===== config.mk =====
export PLATFORM = sky130hd
export DESIGN_NAME = ecc_mem_ctrl_flat
export DESIGN_NICKNAME = d
export VERILOG_FILES = /design/src/rtl/ecc_mem_ctrl_if.sv /design/src/rtl/ecc_mem_ctrl.sv /design/src/flat_wrapper.sv
export SDC_FILE = /design/constraint.sdc
export NUM_CORES = 1
export LEC_CHECK = 0
export BUFFER_PORTS_ARGS = -buffer_cell sky130_fd_sc_hd__clkbuf_2
export CAP_MARGIN = 5
export CORE_MARGIN = 2
export CORE_UTILIZATION = 54
export CTS_BUF_LIST = sky130_fd_sc_hd__clkbuf_8
export DETAILED_ROUTE_END_ITERATION = 7
export MAX_ROUTING_LAYER = met4
export PLACE_DENSITY_LB_ADDON = 0.12
export SLEW_MARGIN = 30
export SYNTH_ARGS = -nofsm -noshare
export SYNTH_HDL_FRONTEND = slang
export SYNTH_SLANG_ARGS = --single-unit

===== constraint.sdc =====
create_clock -name clk -period 7 [get_ports clk]
set_input_delay 1.4 -clock clk [delete_from_list [all_inputs] [get_ports clk]]
set_output_delay 1.4 -clock clk [all_outputs]
set_load 0.02 [all_outputs]

===== src/rtl/ecc_mem_ctrl_if.sv =====
// Request/response bundle for ecc_mem_ctrl. The codeword width is derived
// from D_W the same way as inside the controller.
interface ecc_mem_ctrl_if #(
  parameter int D_W   = 32,
  parameter int A_W   = 2,
  parameter int CNT_W = 16
);
  function automatic int calc_p(input int dw);
    int p;
    p = 1;
    while ((2 ** p) < (dw + p + 1)) p = p + 1;
    return p;
  endfunction

  localparam int P    = calc_p(D_W);
  localparam int CW_W = D_W + P + 1;

  logic             en;
  logic             we;
  logic [A_W-1:0]   addr;
  logic [D_W-1:0]   wdata;
  logic [CW_W-1:0]  inj_mask;
  logic             ready;
  logic             rvalid;
  logic [D_W-1:0]   rdata;
  logic [1:0]       err;
  logic [CNT_W-1:0] sec_cnt;
  logic [CNT_W-1:0] ded_cnt;

  modport master (
    output en, we, addr, wdata, inj_mask,
    input  ready, rvalid, rdata, err, sec_cnt, ded_cnt
  );

  modport slave (
    input  en, we, addr, wdata, inj_mask,
    output ready, rvalid, rdata, err, sec_cnt, ded_cnt
  );
endinterface


===== src/rtl/ecc_mem_ctrl.sv =====
// SECDED-protected single-port memory controller with programmable
// write/read latency and saturating error counters.
// Optional scrub write-back of corrected words: define SCRUB_WB_EN.
//
// state | meaning
// IDLE  | ready for a request
// WRITE | waiting W_LAT edges, then stores the codeword
// READ  | waiting R_LAT edges, then registers the decoded result
// SCRUB | (SCRUB_WB_EN) writing back a corrected codeword after W_LAT edges
module ecc_mem_ctrl #(
  parameter int D_W   = 32,
  parameter int A_W   = 2,
  parameter int W_LAT = 4,
  parameter int R_LAT = 5,
  parameter int CNT_W = 16
) (
  input logic          clk,
  input logic          rst,
  ecc_mem_ctrl_if.slave bus
);
  function automatic int calc_p(input int dw);
    int p;
    p = 1;
    while ((2 ** p) < (dw + p + 1)) p = p + 1;
    return p;
  endfunction

  localparam int P     = calc_p(D_W);
  localparam int CW_W  = D_W + P + 1;
  localparam int CI_W  = $clog2(CW_W);
  localparam int DI_W  = $clog2(D_W);
  localparam int MAXL  = (W_LAT > R_LAT) ? W_LAT : R_LAT;
  localparam int LAT_W = $clog2(MAXL) + 1;

  typedef enum logic [1:0] {
    IDLE,
    WRITE,
`ifdef SCRUB_WB_EN
    SCRUB,
`endif
    READ
  } state_t;

  state_t            state_q, state_d;
  logic [LAT_W-1:0]  lat_q;
  logic [A_W-1:0]    addr_q;
  logic [CW_W-1:0]   cw_q;
  logic              rvalid_q;
  logic [D_W-1:0]    rdata_q;
  logic [1:0]        err_q;
  logic [CNT_W-1:0]  sec_q, ded_q;
  logic [CW_W-1:0]   mem [2**A_W];

  logic [CW_W-1:0]   raw_c, fixed_c;
  logic [P-1:0]      syn_c;
  logic              par_c;
  logic [1:0]        err_c;
  logic [D_W-1:0]    data_c;
  logic              wr_fire;

  // Data bits fill non-power-of-two positions; parity bit 2^i covers positions with bit i set.
  function automatic logic [CW_W-1:0] encode(input logic [D_W-1:0] d);
    logic [CW_W-1:0] cw;
    int j;
    cw = '0;
    j  = 0;
    for (int k = 1; k < CW_W; k++) begin
      if ((k & (k - 1)) != 0) begin
        cw[CI_W'(k)] = d[DI_W'(j)];
        j = j + 1;
      end
    end
    for (int i = 0; i < P; i++) begin
      for (int k = 1; k < CW_W; k++) begin
        if ((((k >> i) & 1) == 1) && (k != (1 << i)))
          cw[CI_W'(1 << i)] = cw[CI_W'(1 << i)] ^ cw[CI_W'(k)];
      end
    end
    cw[0] = ^cw[CW_W-1:1];
    return cw;
  endfunction

  function automatic logic [D_W-1:0] extract(input logic [CW_W-1:0] cw);
    logic [D_W-1:0] d;
    int j;
    d = '0;
    j = 0;
    for (int k = 1; k < CW_W; k++) begin
      if ((k & (k - 1)) != 0) begin
        d[DI_W'(j)] = cw[CI_W'(k)];
        j = j + 1;
      end
    end
    return d;
  endfunction

  // Decode the addressed word: syndrome, overall parity, correction and class.
  always_comb begin
    raw_c   = mem[addr_q];
    syn_c   = '0;
    par_c   = ^raw_c;
    for (int k = 1; k < CW_W; k++)
      if (raw_c[CI_W'(k)]) syn_c = syn_c ^ P'(k);
    fixed_c = raw_c;
    for (int k = 0; k < CW_W; k++)
      if (par_c && (syn_c == P'(k))) fixed_c[CI_W'(k)] = ~raw_c[CI_W'(k)];
    if (par_c)               err_c = 2'd1;
    else if (syn_c != '0)    err_c = 2'd2;
    else                     err_c = 2'd0;
    data_c  = (err_c == 2'd2) ? extract(raw_c) : extract(fixed_c);
  end

  // State register.
  always_ff @(posedge clk) begin
    if (rst) state_q <= IDLE;
    else     state_q <= state_d;
  end

  // Next-state: leave WRITE/READ/SCRUB when the latency counter hits zero.
  always_comb begin
    state_d = state_q;
    case (state_q)
      IDLE:  if (bus.en) state_d = bus.we ? READ : WRITE;
      WRITE: if (lat_q == '0) state_d = IDLE;
      READ: begin
        if (lat_q == '0) begin
          state_d = IDLE;
`ifdef SCRUB_WB_EN
          if (err_c == 2'd1) state_d = SCRUB;
`endif
        end
      end
`ifdef SCRUB_WB_EN
      SCRUB: if (lat_q == '0) state_d = IDLE;
`endif
      default: state_d = IDLE;
    endcase
  end

  // Request capture, latency countdown, read result and error counters.
  always_ff @(posedge clk) begin
    if (rst) begin
      lat_q    <= '0;
      addr_q   <= '0;
      cw_q     <= '0;
      rvalid_q <= 1'b0;
      rdata_q  <= '0;
      err_q    <= 2'd0;
      sec_q    <= '0;
      ded_q    <= '0;
    end else begin
      rvalid_q <= 1'b0;
      case (state_q)
        IDLE: begin
          if (bus.en) begin
            addr_q <= bus.addr;
            cw_q   <= encode(bus.wdata) ^ bus.inj_mask;
            lat_q  <= bus.we ? LAT_W'(R_LAT - 1) : LAT_W'(W_LAT - 1);
          end
        end
        READ: begin
          if (lat_q != '0) begin
            lat_q <= lat_q - 1'b1;
          end else begin
            rvalid_q <= 1'b1;
            rdata_q  <= data_c;
            err_q    <= err_c;
            if (err_c == 2'd1 && sec_q != '1) sec_q <= sec_q + 1'b1;
            if (err_c == 2'd2 && ded_q != '1) ded_q <= ded_q + 1'b1;
`ifdef SCRUB_WB_EN
            if (err_c == 2'd1) begin
              cw_q  <= encode(data_c);
              lat_q <= LAT_W'(W_LAT - 1);
            end
`endif
          end
        end
        default: if (lat_q != '0) lat_q <= lat_q - 1'b1;
      endcase
    end
  end

`ifdef SCRUB_WB_EN
  assign wr_fire = ((state_q == WRITE) || (state_q == SCRUB)) && (lat_q == '0);
`else
  assign wr_fire = (state_q == WRITE) && (lat_q == '0);
`endif

  // Array store; contents survive reset, but a reset edge cancels the store.
  always_ff @(posedge clk) begin
    if (!rst && wr_fire) mem[addr_q] <= cw_q;
  end

  assign bus.ready   = (state_q == IDLE);
  assign bus.rvalid  = rvalid_q;
  assign bus.rdata   = rdata_q;
  assign bus.err     = err_q;
  assign bus.sec_cnt = sec_q;
  assign bus.ded_cnt = ded_q;
endmodule


===== src/flat_wrapper.sv =====
// flat-port wrapper written by rule: the top's interface ports become plain ports
module ecc_mem_ctrl_flat 
#(
  parameter int D_W   = 32,
  parameter int A_W   = 2,
  parameter int W_LAT = 4,
  parameter int R_LAT = 5,
  parameter int CNT_W = 16
)
  (clk, rst, bus_en, bus_we, bus_addr, bus_wdata, bus_inj_mask, bus_ready, bus_rvalid, bus_rdata, bus_err, bus_sec_cnt, bus_ded_cnt);
  ecc_mem_ctrl_if #(.D_W(D_W), .A_W(A_W), .CNT_W(CNT_W)) bus_i ();
  input logic clk;
  input logic rst;
  input wire logic [$bits(bus_i.en)-1:0] bus_en;
  input wire logic [$bits(bus_i.we)-1:0] bus_we;
  input wire logic [$bits(bus_i.addr)-1:0] bus_addr;
  input wire logic [$bits(bus_i.wdata)-1:0] bus_wdata;
  input wire logic [$bits(bus_i.inj_mask)-1:0] bus_inj_mask;
  output wire logic [$bits(bus_i.ready)-1:0] bus_ready;
  output wire logic [$bits(bus_i.rvalid)-1:0] bus_rvalid;
  output wire logic [$bits(bus_i.rdata)-1:0] bus_rdata;
  output wire logic [$bits(bus_i.err)-1:0] bus_err;
  output wire logic [$bits(bus_i.sec_cnt)-1:0] bus_sec_cnt;
  output wire logic [$bits(bus_i.ded_cnt)-1:0] bus_ded_cnt;
  assign bus_i.en = bus_en;
  assign bus_i.we = bus_we;
  assign bus_i.addr = bus_addr;
  assign bus_i.wdata = bus_wdata;
  assign bus_i.inj_mask = bus_inj_mask;
  assign bus_ready = bus_i.ready;
  assign bus_rvalid = bus_i.rvalid;
  assign bus_rdata = bus_i.rdata;
  assign bus_err = bus_i.err;
  assign bus_sec_cnt = bus_i.sec_cnt;
  assign bus_ded_cnt = bus_i.ded_cnt;
  ecc_mem_ctrl #(.D_W(D_W), .A_W(A_W), .W_LAT(W_LAT), .R_LAT(R_LAT), .CNT_W(CNT_W)) u_core (.clk(clk), .rst(rst), .bus(bus_i));
endmodule

== Word level (Yosys, flattened, before mapping) ==
Memory sizes are Yosys's and may differ from the RTL's. A register that Yosys moved wholly into a read port is not among the register bits.
Cells that the tools add are included.

* Output and inout port bits: 68
* Register bits after elaboration: 114
* Latch bits: 0
* Memories kept: 1
* Word-level logic and storage cells: 583
* RAM bits: 156
* Bits in read-only memories: 0

* $add $sub $neg: 27
* Divide/modulo/power cells: 0
* $lt $le $gt $ge: 25
* Multiplexer cells: 384
* Reductions and logical operators: 36
* Bitwise gates (word level): 77
* Equality and inequality tests: 24
* Shift operators: 0
* Multiply operators: 0

{| class="wikitable"
|+ Memories
! name !! depth !! bits a word !! rd ports !! clocked after memory_dff !! write ports !! line !! RTL
|-
| u_core.mem || 4 || 39 || 1 || 1 || 1 || ecc_mem_ctrl.sv:52 || <nowiki>logic [CW_W-1:0] mem [2**A_W];</nowiki>
|}

{| class="wikitable"
|+ Operators with widths
! kind !! count
|-
| two-way mux 5 bit || 91
|-
| two-way mux 1 bit || 241
|-
| < comparator 5 x 7 -> 1 bit (second input constant) || 25
|-
| binary-select mux 1 bit (select 5 bit) || 25
|-
| adder 5 x 2 -> 5 bit (second input constant) || 24
|-
| two-way mux 4 bit || 11
|-
| parity 39 bit || 1
|-
| XOR 32 x 39 -> 39 bit || 1
|-
| parity 38 bit || 1
|-
| equality test 5 x 4 -> 1 bit (second input constant) || 7
|-
| adder 16 x 1 -> 16 bit (second input constant) || 2
|-
| != test 16 bit (second input constant) || 2
|-
| NOT 3 bit || 10
|-
| XOR 1 bit || 28
|-
| equality test 5 bit (second input constant) || 5
|-
| logical AND 1 bit || 20
|-
| NOT 2 bit || 10
|-
| NOT 4 bit || 5
|-
| two-way mux 2 bit || 9
|-
| NOT 1 bit || 18
|-
| two-way mux 16 bit || 1
|-
| equality test 5 x 3 -> 1 bit (second input constant) || 3
|-
| two-way mux 3 bit || 5
|-
| AND reduction 2 bit || 4
|-
| 17 further kinds || 24
|}

== Logic depth before layout (Yosys ltp) ==
* Word-level depth: 111
* Depth in mapped cells: 14
* Mapped depth without buffers: 10

== Least setup slack after synthesis ==
No wires, ideal clock.

* Kind: in2reg
* From: input port rst
* To: memory u_core.mem[0][0] (netlist bit) (enable)
* Path buffers: 1
* Setup slack: 1.689 ns
* Arrival: 4.820 ns
* Required time: 6.508 ns
* Cell stages on the path: 3
* Cell sequence: clkbuf_1 -> nor3b_1 -> nor3b_1

* Cells in the longest elaborated chain, start to end: 4

{| class="wikitable"
|+ Ends and longest elaborated chain
! element !! line !! RTL
|-
| start: declaration || flat_wrapper.sv:13 || <nowiki>input logic rst;</nowiki>
|-
| zero test 1 bit || ecc_mem_ctrl.sv:191 || <nowiki>if (!rst && wr_fire) mem[addr_q] <= cw_q;</nowiki>
|-
| logical AND 1 bit || ecc_mem_ctrl.sv:191 ||
|-
| two-way mux 1 bit || ecc_mem_ctrl.sv:191 ||
|-
| two-way mux 1 bit (implied by the code) || ecc_mem_ctrl.sv:191 ||
|-
| end: declaration || ecc_mem_ctrl.sv:52 ||
|}

Every way passes these cells.

==> impl_metrics.json <==
{
  "status": "completed",
  "rsz0062_at_grt": "no",
  "fmax_mhz": 216,
  "finalSetupViolations": 0,
  "num-fill-cells": 1614,
  "routedWlPerCell_um": 16.7,
  "drv_cap": 0,
  "clk_path_buf_depth": 3,
  "fin_crit_sh_pct": 66.2,
  "peakVddDrop_mv": 0.229,
  "fin_crit_ns": 4.63,
  "skew_ns": 0.0278,
  "max-slew-margin-rel_pct": 40.8,
  "insertion_delay_ns": 0.54,
  "tightest_slew_ns": 0.885,
  "die_h_um": 148,
  "power_leakage_nw": 4.64,
  "finalNonFillerCells": 1283,
  "rows": 52,
  "worst-endpoint-arrival_ns": 5.08,
  "holdBufCountCts": 0,
  "worstSetupPathType": "flop to flop",
  "io_pins": 145,
  "cts_resized": 0,
  "via_count": 6711,
  "worstPathMaxFanout": 23,
  "routed_via_density": 5.23,
  "pwr-share-seq_pct": 40.7,
  "combPwrFrac_pct": 29.2,
  "clock_sinks": 256,
  "yosys_register_bits": 256,
  "placedCellCount": 1206,
  "yosysSeqAreaShare_pct": 59.5,
  "die_area_um2": 22000,
  "switching_share_pct": 33.5,
  "ys_dominant_reg_cell": "edfxtp_1",
  "synth_top_family_by_area": "XOR/XNOR gates",
  "syn2layout_area_growth_pct": 14.7,
  "grt_usage_pct": 20.7,
  "grt_max_degree": 72,
  "post-cts-setup-buffer-count": 0,
  "antenna_found_initial": 0,
  "cp.required_ns": 7.44,
  "cp-end-kind": "flop",
  "timing.setup.tns_ns": 0,
  "netlist-cell-type-count": 56,
  "syn_area_um2": 11200,
  "grt_pass1_vias": 6662,
  "initial_core_util_pct": 55.4,
  "synth_compound_area_share_pct": 6.71,
  "hpwl_mm": 14.0,
  "power.total_mw": 4.33,
  "p_clk_share_pct": 30.1,
  "cts_buffers": 42,
  "synthSimpleGateAreaFrac_pct": 8.72,
  "ant_nets": 0,
  "report.final.slew_viol_count": 0,
  "syn_area_per_cell_um2": 13.3,
  "drt_wl_total_mm": 21.4,
  "synth_xor_xnor_area_share_pct": 13.9,
  "die_w_um": 148,
  "hold_class": "flop to flop",
  "drive_gt1_share_pct": 25.7,
  "ys_warn_count": 0,
  "num-nets-final": 1063,
  "hold-worst-slack_ns": 0.467,
  "numPortBuffers": 122,
  "synth.mux.area_fraction_pct": 7.44,
  "synthAdderAreaFrac_pct": 0.668,
  "grt_pass1_wl_mm": 34.3,
  "cts_tree": "yes",
  "drt-pass1-iter-count": 4,
  "p_sw_mw": 1.45,
  "overflow": 0,
  "htree_num_levels": 2,
  "coreArea_um2": 20300,
  "netlist_instances": 843,
  "start_kind": "flop",
  "routabilityCongestion": 0.805,
  "async_flop_share_pct": 0,
  "power_density_nw_per_um2": 336,
  "internal_power_mw": 2.88,
  "cts_root_buffer": "clkbuf_8",
  "drc_errors": 0,
  "clk_pin_slew_ns": 0.06,
  "antennaDiodeCount": 0,
  "final_util_pct": 63.5,
  "synth_edf_count": 156,
  "hold_viol_final": 0,
  "drt-initial-drc-count": 317
}
==> final timing paths <==
check,start,depth (start not counted),to,slack (ns)
min reg2reg,u_core.bus.rdata[0],2,u_core.bus.rdata[0],0.47
max,flop,11,u_core.bus.ded_cnt[13],2.37
max reg2reg,flop,11,u_core.bus.ded_cnt[13],2.37
min,u_core.bus.rdata[0],2,u_core.bus.rdata[0],0.47
==> per-stage QoR <==
stage	setup WS (ns)	area (um^2)
final	2.37	12900
after global routing	2.00	12900
after CTS	2.27	12900
after detailed placement	2.33	12000
after global placement	2.31	12000
after floorplan	1.69	11300
==> metal layers <==
metal | wire [um] | vias up | track usage [%]
met3 | 745 | 20 | 3.56
met1 | 9670 | 3253 | 27.0
met4 | 252 | 0 | 5.00
li1 | - | 3312 | -
met5 | 0 | - | -
met2 | 10800 | 126 | 34.2
==> sequential cells by signal (all words and copies together), names as in the netlist, 2 cells and up, named ones only <==
name                cells
u_core.mem            156
u_core.cw_q            39
u_core.bus.ded_cnt     16
u_core.bus.rdata       16
u_core.bus.sec_cnt     16
u_core.lat_q            4
u_core.addr_q           2
u_core.bus.err          2
u_core.state_q          2
==> cell usage after synthesis (6+ instances only) <==
master | number | share of area [%]
a211oi_1 | 33 | 2.2
or3_1 | 19 | 1.1
mux2i_1 | 7 | 0.62
mux4_2 | 34 | 6.8
buf_4 | 17 | 1.1
o211ai_1 | 6 | 0.40
inv_1 | 6 | 0.20
clkbuf_1 | 26 | 0.87
xnor2_1 | 95 | 7.4
a21oi_1 | 25 | 1.1
xor2_1 | 47 | 3.7
edfxtp_1 | 156 | 42
o21ai_0 | 24 | 1.1
and3_1 | 13 | 0.72
nand2_1 | 48 | 1.6
nand3_1 | 15 | 0.67
ha_1 | 6 | 0.67
dfxtp_1 | 100 | 18
nor2_1 | 86 | 2.9
xnor2_2 | 7 | 1.0
a311oi_1 | 11 | 0.86
==> logic make-up after synthesis <==
kind of cell             count (synthesis)
other                                    1
flip-flops                             256
AND/OR/NAND/NOR                        208
XOR/XNOR                               157
multiplexers                            41
buffers and inverters                   60
AO/OA/AOI/OAI                          114
adder cells (fa/ha/maj)                  6
==> worst max-delay path: stages, from the launching register on <==
cell     delay, ns
dfxtp_2       0.90
buf_4         0.45
mux4_2        0.60
xor2_1        0.25
xnor2_2       0.17
xnor2_1       0.17
xnor3_2       0.37
xnor2_2       0.20
nor2_1        0.71
nor2_2        0.17
or3_1         0.39
a21oi_1       0.15
==> layout by cell type, fill, tap and decap left out, types with 4 or more instances in the layout <==
cell type	netlist	layout
a211oi_1	33	33
a21oi_1	25	25
a311oi_1	11	11
and3_1	13	12
and4_1	4	4
buf_4	17	10
clkbuf_2	0	121
clkbuf_8	0	50
clkinv_2	0	11
conb_1	1	16
dfxtp_1	100	99
edfxtp_1	156	156
ha_1	6	6
inv_1	6	14
mux2i_1	7	7
mux4_2	34	34
nand2_1	48	48
nand3_1	15	15
nor2_1	86	84
o211ai_1	6	6
o21ai_0	24	24
o21ai_1	4	4
or3_1	19	19
xnor2_1	95	95
xnor2_2	7	7
xor2_1	47	47
==> power by group through the flow <==
| stage | combinational [mW] | clock (mW) | sequential (mW) |
|---|---|---|---|
| 6_report | 1.26 | 1.30 | 1.76 |
| 4_1_cts | 1.27 | 1.33 | 1.76 |
| 5_1_grt | 1.39 | 1.40 | 1.77 |
| 3_3_place_gp | 1.26 | 0 | 1.79 |
| 3_5_place_dp | 1.26 | 0 | 1.79 |
| 2_1_floorplan | 1.01 | 0 | 1.78 |
==> final cells by class <==
cell class / count / area, um^2 / area share (%)
well taps: 270 / 338 / 2.62
multi-input cells: 542 / 4290 / 33.3
clock inverters: 27 / 179 / 1.39
flip-flops and latches: 256 / 6690 / 51.9
inverters: 7 / 26.3 / 0.204
clock buffers: 50 / 688 / 5.34
repair buffers: 131 / 681 / 5.28
(Power assumes the default switching activity.)
